--- src/rtl/redmule_tile_pkg.sv ---
// Shared tile definitions: default fetch/cache widths, flat request/response
// groups so wrappers can pack bridge ports into struct types, and a width helper.
package redmule_tile_pkg;

  localparam int unsigned InstrAddrWidth = 32;
  localparam int unsigned InstrDataWidth = 32;
  localparam int unsigned CacheLineWidth = 128;

  typedef struct packed {
    logic                      req;
    logic [InstrAddrWidth-1:0] addr;
    logic [1:0]                memtype;
  } instr_req_t;

  typedef struct packed {
    logic                      gnt;
    logic                      rvalid;
    logic [InstrDataWidth-1:0] rdata;
    logic                      err;
  } instr_rsp_t;

  typedef struct packed {
    logic                      valid;
    logic [InstrAddrWidth-1:0] addr;
    logic                      cacheable;
  } cache_req_t;

  typedef struct packed {
    logic                      valid;
    logic [CacheLineWidth-1:0] data;
    logic                      error;
  } cache_rsp_t;

  // Number of address bits selecting a word inside a cache line.
  function automatic int unsigned word_offset_width(input int unsigned line_w,
                                                    input int unsigned data_w);
    return $clog2(line_w / data_w);
  endfunction

endpackage

--- src/rtl/fifo_v3.sv ---
// In-order FIFO with optional fall-through.
// Ports: clk_i/rst_ni clock and async active-low reset, flush_i clears content,
// full_o/empty_o status, data_i/push_i write side, data_o/pop_i read side.
module fifo_v3 #(
  parameter bit          FALL_THROUGH = 1'b0,
  parameter int unsigned DATA_WIDTH   = 32,
  parameter int unsigned DEPTH        = 8
) (
  input  logic                  clk_i,
  input  logic                  rst_ni,
  input  logic                  flush_i,
  output logic                  full_o,
  output logic                  empty_o,
  input  logic [DATA_WIDTH-1:0] data_i,
  input  logic                  push_i,
  output logic [DATA_WIDTH-1:0] data_o,
  input  logic                  pop_i
);

  localparam int unsigned PtrW = (DEPTH > 1) ? $clog2(DEPTH) : 1;
  localparam int unsigned UseW = $clog2(DEPTH + 1);

  logic [DATA_WIDTH-1:0] mem_q [DEPTH];
  logic [PtrW-1:0]       rd_q, wr_q;
  logic [UseW-1:0]       usage_q;
  logic                  do_push, do_pop, bypass;

  assign full_o  = (usage_q == UseW'(DEPTH));
  assign empty_o = (usage_q == '0);

  // A fall-through push popped in the same cycle never lands in storage.
  assign bypass  = FALL_THROUGH && empty_o && push_i && pop_i;
  assign do_push = push_i && !full_o && !bypass;
  assign do_pop  = pop_i && !empty_o;
  assign data_o  = (FALL_THROUGH && empty_o) ? data_i : mem_q[rd_q];

  // Pointer and occupancy update.
  always_ff @(posedge clk_i or negedge rst_ni) begin
    if (!rst_ni) begin
      rd_q    <= '0;
      wr_q    <= '0;
      usage_q <= '0;
      for (int i = 0; i < int'(DEPTH); i++) mem_q[i] <= '0;
    end else if (flush_i) begin
      rd_q    <= '0;
      wr_q    <= '0;
      usage_q <= '0;
    end else begin
      if (do_push) begin
        mem_q[wr_q] <= data_i;
        wr_q        <= (wr_q == PtrW'(DEPTH - 1)) ? '0 : wr_q + PtrW'(1);
      end
      if (do_pop) begin
        rd_q <= (rd_q == PtrW'(DEPTH - 1)) ? '0 : rd_q + PtrW'(1);
      end
      usage_q <= usage_q + UseW'(do_push) - UseW'(do_pop);
    end
  end

endmodule

--- src/rtl/instr2cache_bridge.sv ---
// Core instruction fetch port to tile instruction cache bridge.
// Grants fetches under cache backpressure with up to MaxOutstanding in flight,
// selects the requested word from line-wide responses, and supports flushing
// responses of fetches issued before the flush.
// Ports: clk_i/rst_ni clock and async active-low reset; flush_i drop pulse;
// instr_* core fetch request/response; cache_* cache request/response;
// spurious_o sticky flag for responses arriving with nothing outstanding.
module instr2cache_bridge
  import redmule_tile_pkg::*;
#(
  parameter int unsigned AddrWidth      = InstrAddrWidth,
  parameter int unsigned DataWidth      = InstrDataWidth,
  parameter int unsigned LineWidth      = CacheLineWidth,
  parameter int unsigned MaxOutstanding = 2
) (
  input  logic                 clk_i,
  input  logic                 rst_ni,
  input  logic                 flush_i,
  input  logic                 instr_req_i,
  input  logic [AddrWidth-1:0] instr_addr_i,
  input  logic [1:0]           instr_memtype_i,
  output logic                 instr_gnt_o,
  output logic                 instr_rvalid_o,
  output logic [DataWidth-1:0] instr_rdata_o,
  output logic                 instr_err_o,
  output logic                 cache_valid_o,
  input  logic                 cache_ready_i,
  output logic [AddrWidth-1:0] cache_addr_o,
  output logic                 cache_cacheable_o,
  input  logic                 cache_rsp_valid_i,
  input  logic [LineWidth-1:0] cache_rsp_data_i,
  input  logic                 cache_rsp_error_i,
  output logic                 spurious_o
);

  localparam int unsigned OffW  = word_offset_width(LineWidth, DataWidth);
  localparam int unsigned FifoW = (OffW > 0) ? OffW : 1;
  localparam int unsigned CntW  = $clog2(MaxOutstanding + 1);
  localparam int unsigned Words = LineWidth / DataWidth;
  localparam int unsigned LowW  = OffW + 2;

  logic [CntW-1:0]  cnt_q, cnt_d, drop_q, drop_d;
  logic             not_full, push, pop, deliver, discard;
  logic [FifoW-1:0] fifo_wdata, fifo_rdata;
  logic             fifo_full, fifo_empty;
  logic [Words-1:0][DataWidth-1:0] rsp_words;
  logic [DataWidth-1:0]            rsp_word;
  logic             unused_bits;

  // Request path: grant depends only on the registered count.
  assign not_full          = (cnt_q < CntW'(MaxOutstanding));
  assign cache_valid_o     = instr_req_i && not_full;
  assign instr_gnt_o       = instr_req_i && not_full && cache_ready_i;
  assign cache_addr_o      = {instr_addr_i[AddrWidth-1:LowW], LowW'(0)};
  assign cache_cacheable_o = instr_memtype_i[1];
  assign unused_bits       = ^{instr_memtype_i[0], instr_addr_i[1:0]};

  assign push    = instr_gnt_o;
  assign pop     = cache_rsp_valid_i && (cnt_q != '0);
  assign discard = pop && (drop_q != '0);
  assign deliver = pop && (drop_q == '0);

  assign rsp_words = cache_rsp_data_i;

  // Word select within the line; single-word lines carry a dummy offset.
  if (OffW > 0) begin : g_off
    assign fifo_wdata = instr_addr_i[OffW+1:2];
    assign rsp_word   = rsp_words[fifo_rdata];
  end else begin : g_no_off
    assign fifo_wdata = 1'b0;
    assign rsp_word   = rsp_words[0];
  end

  // Per-request word offsets, popped in request order.
  fifo_v3 #(
    .FALL_THROUGH(1'b0),
    .DATA_WIDTH  (FifoW),
    .DEPTH       (MaxOutstanding)
  ) i_off_fifo (
    .clk_i  (clk_i),
    .rst_ni (rst_ni),
    .flush_i(1'b0),
    .full_o (fifo_full),
    .empty_o(fifo_empty),
    .data_i (fifo_wdata),
    .push_i (push),
    .data_o (fifo_rdata),
    .pop_i  (pop)
  );

  // Outstanding and drop counters; a flush dooms everything older than this edge.
  always_comb begin
    cnt_d  = cnt_q + CntW'(push) - CntW'(pop);
    drop_d = drop_q - CntW'(discard);
    if (flush_i) drop_d = cnt_q - CntW'(pop);
  end

  always_ff @(posedge clk_i or negedge rst_ni) begin
    if (!rst_ni) begin
      cnt_q  <= '0;
      drop_q <= '0;
    end else begin
      cnt_q  <= cnt_d;
      drop_q <= drop_d;
    end
  end

  // Registered response stage; rdata holds between deliveries.
  always_ff @(posedge clk_i or negedge rst_ni) begin
    if (!rst_ni) begin
      instr_rvalid_o <= 1'b0;
      instr_err_o    <= 1'b0;
      instr_rdata_o  <= '0;
      spurious_o     <= 1'b0;
    end else begin
      instr_rvalid_o <= deliver;
      instr_err_o    <= deliver && cache_rsp_error_i;
      if (deliver) instr_rdata_o <= cache_rsp_error_i ? '0 : rsp_word;
      if (cache_rsp_valid_i && (cnt_q == '0)) spurious_o <= 1'b1;
    end
  end

`ifndef SYNTHESIS
  a_drop_le_cnt : assert property (@(posedge clk_i) disable iff (!rst_ni)
    drop_q <= cnt_q);
  a_fifo_empty : assert property (@(posedge clk_i) disable iff (!rst_ni)
    (cnt_q == '0) == fifo_empty);
  a_fifo_full : assert property (@(posedge clk_i) disable iff (!rst_ni)
    (cnt_q == CntW'(MaxOutstanding)) == fifo_full);
`endif

endmodule

--- config.mk ---
export PLATFORM = sky130hd
export DESIGN_NAME = instr2cache_bridge
export DESIGN_NICKNAME = d
export VERILOG_FILES = /design/src/rtl/redmule_tile_pkg.sv /design/src/rtl/fifo_v3.sv /design/src/rtl/instr2cache_bridge.sv
export SDC_FILE = /design/constraint.sdc
export NUM_CORES = 1
export LEC_CHECK = 0
export ABC_AREA = 0
export CAP_MARGIN = 10
export CORE_MARGIN = 2
export CORE_UTILIZATION = 45
export DETAILED_ROUTE_END_ITERATION = 8
export DONT_BUFFER_PORTS = 1
export PLACE_DENSITY = 0.71
export SETUP_SLACK_MARGIN = 0.02
export SLEW_MARGIN = 0
export SYNTH_ARGS = -nofsm -noshare
export SYNTH_HDL_FRONTEND = slang
export SYNTH_SLANG_ARGS = --single-unit
--- constraint.sdc ---
create_clock -name clk_i -period 1.4 [get_ports clk_i]
set_input_delay 0.42 -clock clk_i [delete_from_list [all_inputs] [get_ports clk_i]]
set_output_delay 0.42 -clock clk_i [all_outputs]
set_load 0.01 [all_outputs]
Word level (Yosys, flattened, before mapping)

Cells that the tools add are included.

Register bits: 47
Output and inout bits: 70
Word-level logic and storage cells: 56
Bits of input ports: 169

Bitwise gates (word level): 2
Reductions and logical operators: 17
Equality and inequality tests: 1
$add $sub $neg: 8
Order comparisons: 5
Muxes and demuxes: 12

Operator list:

| operator                                                                      | number |
|---|---|
| 32-bit binary-select mux with 2-bit select                                    | 1 |
| 32-bit two-way mux                                                            | 2 |
| 1-bit logical AND                                                             | 10 |
| 2-bit two-way mux                                                             | 5 |
| 2-bit by 1-bit subtractor with 2-bit output                                   | 4 |
| 2-bit zero test                                                               | 3 |
| 2-bit by 1-bit adder with 2-bit output                                        | 2 |
| 4-bit bitwise mux                                                             | 1 |
| 2-bit greater-or-equal comparator (second input constant)                     | 2 |
| 1-bit inverter with 2-bit output                                              | 2 |
| 2-bit nonzero test                                                            | 2 |
| 2-bit by 3-bit less-than comparator with 1-bit output (second input constant) | 1 |
| 1-bit adder (second input constant)                                           | 2 |
| 2-bit demux with 1-bit select                                                 | 1 |
| 2-bit == test (second input constant)                                         | 1 |
| 1-bit zero test                                                               | 2 |
| 2-bit by 1-bit less-than comparator with 1-bit output (second input constant) | 1 |
| 2-bit less-than comparator (second input constant)                            | 1 |
| 1-bit two-way mux                                                             | 2 |

Depth between registers and ports, before layout

Word-level depth: 7
Depth in mapped cells: 7
Depth with buffers taken out: 7

Hierarchy

A second synthesis with hierarchy kept.

Cell total of the unflattened synthesis: 211
Area total of the unflattened synthesis: 2,904.0 sq um

Modules (own cells, without submodules):

| module             | area each (sq um) | cells an instance | instances | seq. area each (sq um) |
|---|---|---|---|---|
| instr2cache_bridge | 2,486.1           | 176               | 1         | 975.9 |
| fifo_v3            | 417.9             | 35                | 1         | 200.2 |

Worst setup path after synthesis

Ideal clock, no wire load.

Path type: reg-to-reg
Start: register cnt_q[1]
End: register i_off_fifo.mem_q[2] in the netlist's numbering
Period minus slack after synthesis: 1.593 ns
Slack: -0.193 ns
Data arrival time: 1.469 ns
Buffers on the path: 0
Stages on the path, launching flop included: 5
Library setup time: 0.125 ns
Data required time: 1.275 ns
Cell sequence: dfrtp_1 > and3b_1 > a21boi_2 > nor2b_1 > mux2_2

Word-level cells in the longest chain between the ends: 4

RTL lines:

| what                            | line                      | source |
|---|---|---|
| from (decl)                     | instr2cache_bridge.sv:42  | `logic [CntW-1:0] cnt_q, cnt_d, drop_q, drop_d;` |
| from (signal assigned)          | instr2cache_bridge.sv:103 | `cnt_q <= cnt_d;` |
| 2-bit less-than comparator      | instr2cache_bridge.sv:51  | `assign not_full = (cnt_q < CntW'(MaxOutstanding));` |
| 1-bit logical AND (2 in series) | instr2cache_bridge.sv:53  | `assign instr_gnt_o = instr_req_i && not_full && cache_ready_i;` |
| via instr_gnt_o                 | instr2cache_bridge.sv:22  | `output logic instr_gnt_o,` |
| 1-bit logical AND               | fifo_v3.sv:33             | `assign do_push = push_i && !full_o && !bypass;` |
| via i_off_fifo.do_push          | fifo_v3.sv:26             | `logic do_push, do_pop, bypass;` |
| to (signal, indexed assignment) | fifo_v3.sv:50             | `mem_q[wr_q] <= data_i;` |
| to (decl)                       | fifo_v3.sv:23             | `logic [DATA_WIDTH-1:0] mem_q [DEPTH];` |

The timed path passes the listed nets, and every way through them passes these cells.
A chain may end at the register's enable or synchronous reset.

Worst setup path in the final report

Start: register i_off_fifo.rd_q
End: register instr_rdata_o[21]

Word-level cells in the longest chain between the ends: 7

RTL lines:

| what                                                   | line                      | source |
|---|---|---|
| from (decl)                                            | fifo_v3.sv:24             | `logic [PtrW-1:0] rd_q, wr_q;` |
| from (signal assigned)                                 | fifo_v3.sv:54             | `rd_q <= (rd_q == PtrW'(DEPTH - 1)) ? '0 : rd_q + PtrW'(1);` |
| 1-bit inverter with 2-bit output (implied by the code) | fifo_v3.sv:35             | `assign data_o = (FALL_THROUGH && empty_o) ? data_i : mem_q[rd_q];` |
| 2-bit two-way mux (implied by the code) (3 in series)  | fifo_v3.sv:35             |  |
| 32-bit binary-select mux with 2-bit select             | instr2cache_bridge.sv:68  | `assign rsp_word = rsp_words[fifo_rdata];` |
| 32-bit two-way mux (implied by the code)               | instr2cache_bridge.sv:68  |  |
| 32-bit two-way mux                                     | instr2cache_bridge.sv:118 | `if (deliver) instr_rdata_o <= cache_rsp_error_i ? '0 : rsp_word;` |
| to (signal assigned)                                   | instr2cache_bridge.sv:118 |  |
| to (decl)                                              | instr2cache_bridge.sv:24  | `output logic [DataWidth-1:0] instr_rdata_o,` |

Every way passes these cells. The select of a mux whose other input is x is not followed.

==> flow_summary_export.csv <==
group,metric,value,unit
power_and_ir_drop,p_per_area,2540,nW/um^2
global_routing,gr-total-overflow,0,
power_and_ir_drop,power,11.0,mW
setup_path,endpoint_kind,"flop",
sta,fmax,612,MHz
die,ioPinCount,239,
die,rows,33,
logic_synthesis,synth-simple-area-share,12.9,%
detailed_routing,num_vias,3717,
place,portBuffers,0,
logic_synthesis,synth_top_area_share,30.7,%
logic_synthesis,synth.largest_area_cell,"dfrtp_1",
logic_synthesis,synth_area_per_cell,7.71,um^2
logic_synthesis,synth_fa_ha_area_share,1.31,%
logic_synthesis,synth_edf_count,0,
clocking,root_buffer,"clkbuf_8",
logic_synthesis,ys_top_cells_by_area,"dfrtp_1 (31%), a21oi_1 (8.8%), a32o_1 (8.4%), nand2_1 (8.0%), buf_4 (7.1%)",
sta,setup_violations,40,
setup_path,crit_required,1.59,ns
logic_synthesis,ys_warn_count,0,
clocking,clk_latency,0.30,ns
global_routing,grt_usage,25.1,%
logic_synthesis,yosys_most_used_dff,"dfrtp_1",
cells_and_area,syn2layout_area_growth,13.3,%
place,post_dp_cell_area,3860,um^2
logic_synthesis,synth_top_family_by_area,"compound AO/OA/AOI/OAI gates",
hold_path,hold_path.class,"input port to async pin",
cells_and_area,finalNetCount,651,
die,dieWidth,96.2,um
cells_and_area,drive_gt1_share,19.0,%
cells_and_area,fin_area,4330,um^2
logic_synthesis,yosysUniqueCellTypes,31,
die,fp.coreArea,8220,um^2
global_routing,grt_pass1_vias,3629,
logic_synthesis,synth.area.mux_share,2.39,%
logic_synthesis,synth-seq-cells,47,
detailed_routing,wl_per_cell,21.3,um
detailed_routing,drt_iter0_markers,338,
clocking,cts_tree,"done",
logic_synthesis,synth-compound-area-share,37.0,%
sta,finClkSkew,0.00512,ns
global_routing,antenna_found_initial,0,
detailed_routing,wl,12500,um
setup_path,path_class,"flop to flop",
die,dieHeight,96.2,um
cells_and_area,n_antenna_cell,0,
logic_synthesis,synthArstFlopShare,100,%
global_routing,grt_pass1_wl,17900,um
detailed_routing,drc,0,
die,initial_utilization,46.6,%
sta,finalWorstSetupSlack,-0.234,ns
sta,maxSlewViolCount,0,
detailed_routing,dr.pass1.iters,5,
sta,fin_hold_ws,-0.199,ns
sta,final.min_clock_period,1.63,ns
run,cap_viol_max_count,0,
setup_path,crit_path_max_fanout,11,
power_and_ir_drop,ir_drop,1.20,mV
detailed_routing,drt-vias-per-instance,6.36,
power_and_ir_drop,p_leak,1.90,nW
logic_synthesis,yosysSeqAreaShare,30.7,%
place,dp_hpwl,8410,um
status,outcome,"finished with violations",
logic_synthesis,syn_inst,496,
die,die-area,9250,um^2
setup_path,cp-start-kind,"flop",
place,gp_congestion,0.822,
place,pre_cts_ws,-0.242,ns
status,failed_checks,"negative hold slack, negative setup slack",
clocking,htreeDepth,2,
clocking,cts_buffer_depth,2,
sta,grt_setup_unrepaired,"true",
detailed_routing,ant_nets,0,
clocking,clock-sinks,47,
setup_path,cp_data_arrival_time,1.82,ns
sta,hold_viol,47,
logic_synthesis,synth_xor_area_share,1.37,%
clocking,cts_made_buffers,5,
clocking,clkTransAtPathRegs,0.09,ns
sta,finalCritPeriodShare,117,%
logic_synthesis,synthesis.area,3820,um^2
global_routing,grt_max_degree,48,
[per-layer routing]
layer	share of wire (%)	track usage, %
met1	38	30.6
met2	50	44.1
met3	11	6.19
met4	1.2	6.43
met5	0	0
[report_power, final]
group	internal (mW)	switching [mW]
clock	0.404	0.491
combinational	3.44	3.99
sequential	1.95	0.742
total	5.79	5.22
[synth_stat cells, drive strengths merged (6+ instances only)]
library cell,count
nand2,82
a21oi,67
o21ai,66
buf,57
dfrtp,47
a32o,32
clkbuf,23
inv,22
nor2b,19
o211ai,17
a221o,15
a22o,15
nor2,8
mux2,6
[critical path: stages, from the launching register on]
cell     delay, ns
dfrtp_2       0.45
buf_12        0.14
mux2i_4       0.19
buf_12        0.17
a221o_1       0.32
a32o_1        0.25
[through the flow]
step	TNS (ns)	cells	util [%]
finish	-6.61	584	52.7
global route	-9.05	584	52.7
detailed placement	-6.30	556	47.0
global placement	-5.34	556	47.0
CTS	-7.37	581	51.3
floorplan	-2.52	499	-
[sequential cells by signal (all words and copies together) (netlist names)]
name	flops
i_off_fifo.wr_q	1
i_off_fifo.mem_q	4
instr_rdata_o	32
i_off_fifo.rd_q	1
i_off_fifo.usage_q	2
drop_q	2
instr_rvalid_o	1
cnt_q	2
spurious_o	1
instr_err_o	1
[cell families (layout without fill, tap and decap cells)]
kind of cell	after synthesis	in the layout
DFF	47	47
and+or+nand+nor	114	114
adders and majority gates	4	4
other	1	4
muxes	8	10
xor gates and xnor gates	6	6
buffers and inverters	102	80
AOI/OAI and AO/OA	214	214
[path summary, 6_finish.rpt]
path | start | endpoint | slack [ns] | cells after the start
setup / recovery | i_off_fifo.rd_q$_DFFE_PN0P_ | instr_rdata_o[21]$_DFFE_PN0P_ | -0.23 | 5
setup reg to reg | i_off_fifo.rd_q$_DFFE_PN0P_ | instr_rdata_o[21]$_DFFE_PN0P_ | -0.23 | 5
hold / removal | rst_ni | instr_rdata_o[0]$_DFFE_PN0P_ | -0.20 | 0
min in group clk_i | flush_i | drop_q[1]$_DFF_PN0_ | 0.20 | 1
max in group asynchronous | rst_ni | i_off_fifo.mem_q[2]$_DFFE_PN0P_ | 1.50 | 0
hold reg to reg | spurious_o$_DFFE_PN0P_ | spurious_o$_DFFE_PN0P_ | 0.53 | 1
[cell usage in the layout (no fill, tap or decap), types with 2 or more instances in the layout]
master | Yosys | routed
nor2b_1 | 19 | 17
conb_1 | 1 | 4
a22o_1 | 15 | 15
nor2_4 | 0 | 2
xnor2_1 | 3 | 2
a221o_1 | 15 | 15
a21oi_1 | 67 | 67
dfrtp_1 | 47 | 44
inv_2 | 1 | 2
inv_1 | 21 | 19
nor2_1 | 7 | 3
a32o_1 | 32 | 32
buf_8 | 0 | 2
mux2_4 | 1 | 6
nand2_1 | 82 | 80
nor2_2 | 1 | 3
buf_12 | 0 | 7
buf_4 | 36 | 26
o21ai_1 | 18 | 18
mux2_2 | 5 | 2
nor2b_4 | 0 | 2
ha_1 | 4 | 2
ha_4 | 0 | 2
o211ai_1 | 17 | 17
clkbuf_8 | 0 | 6
o21ai_0 | 48 | 47
dfrtp_2 | 0 | 3
buf_6 | 0 | 12
xor2_1 | 3 | 3
[layout make-up]
type                    count  area (um^2)
fillers                   802         3880
multi-input cells         352         2270
flip-flops and latches     47         1180
repair buffers             50          563
well taps                 105          131
inverters                  22         85.1
clock buffers               6         82.6
clock inverters             2         16.3
[repair_timing]
item / in CTS / in global routing
setup endpoints to repair: 42 / 45
pin swaps: 4 / 4
gates cloned: 4 / 1
resized for setup: 24 / 23
buffers inserted: 13 / 6
endpoints found under the hold margin: 47 / 47
(Power assumes the default switching activity.)
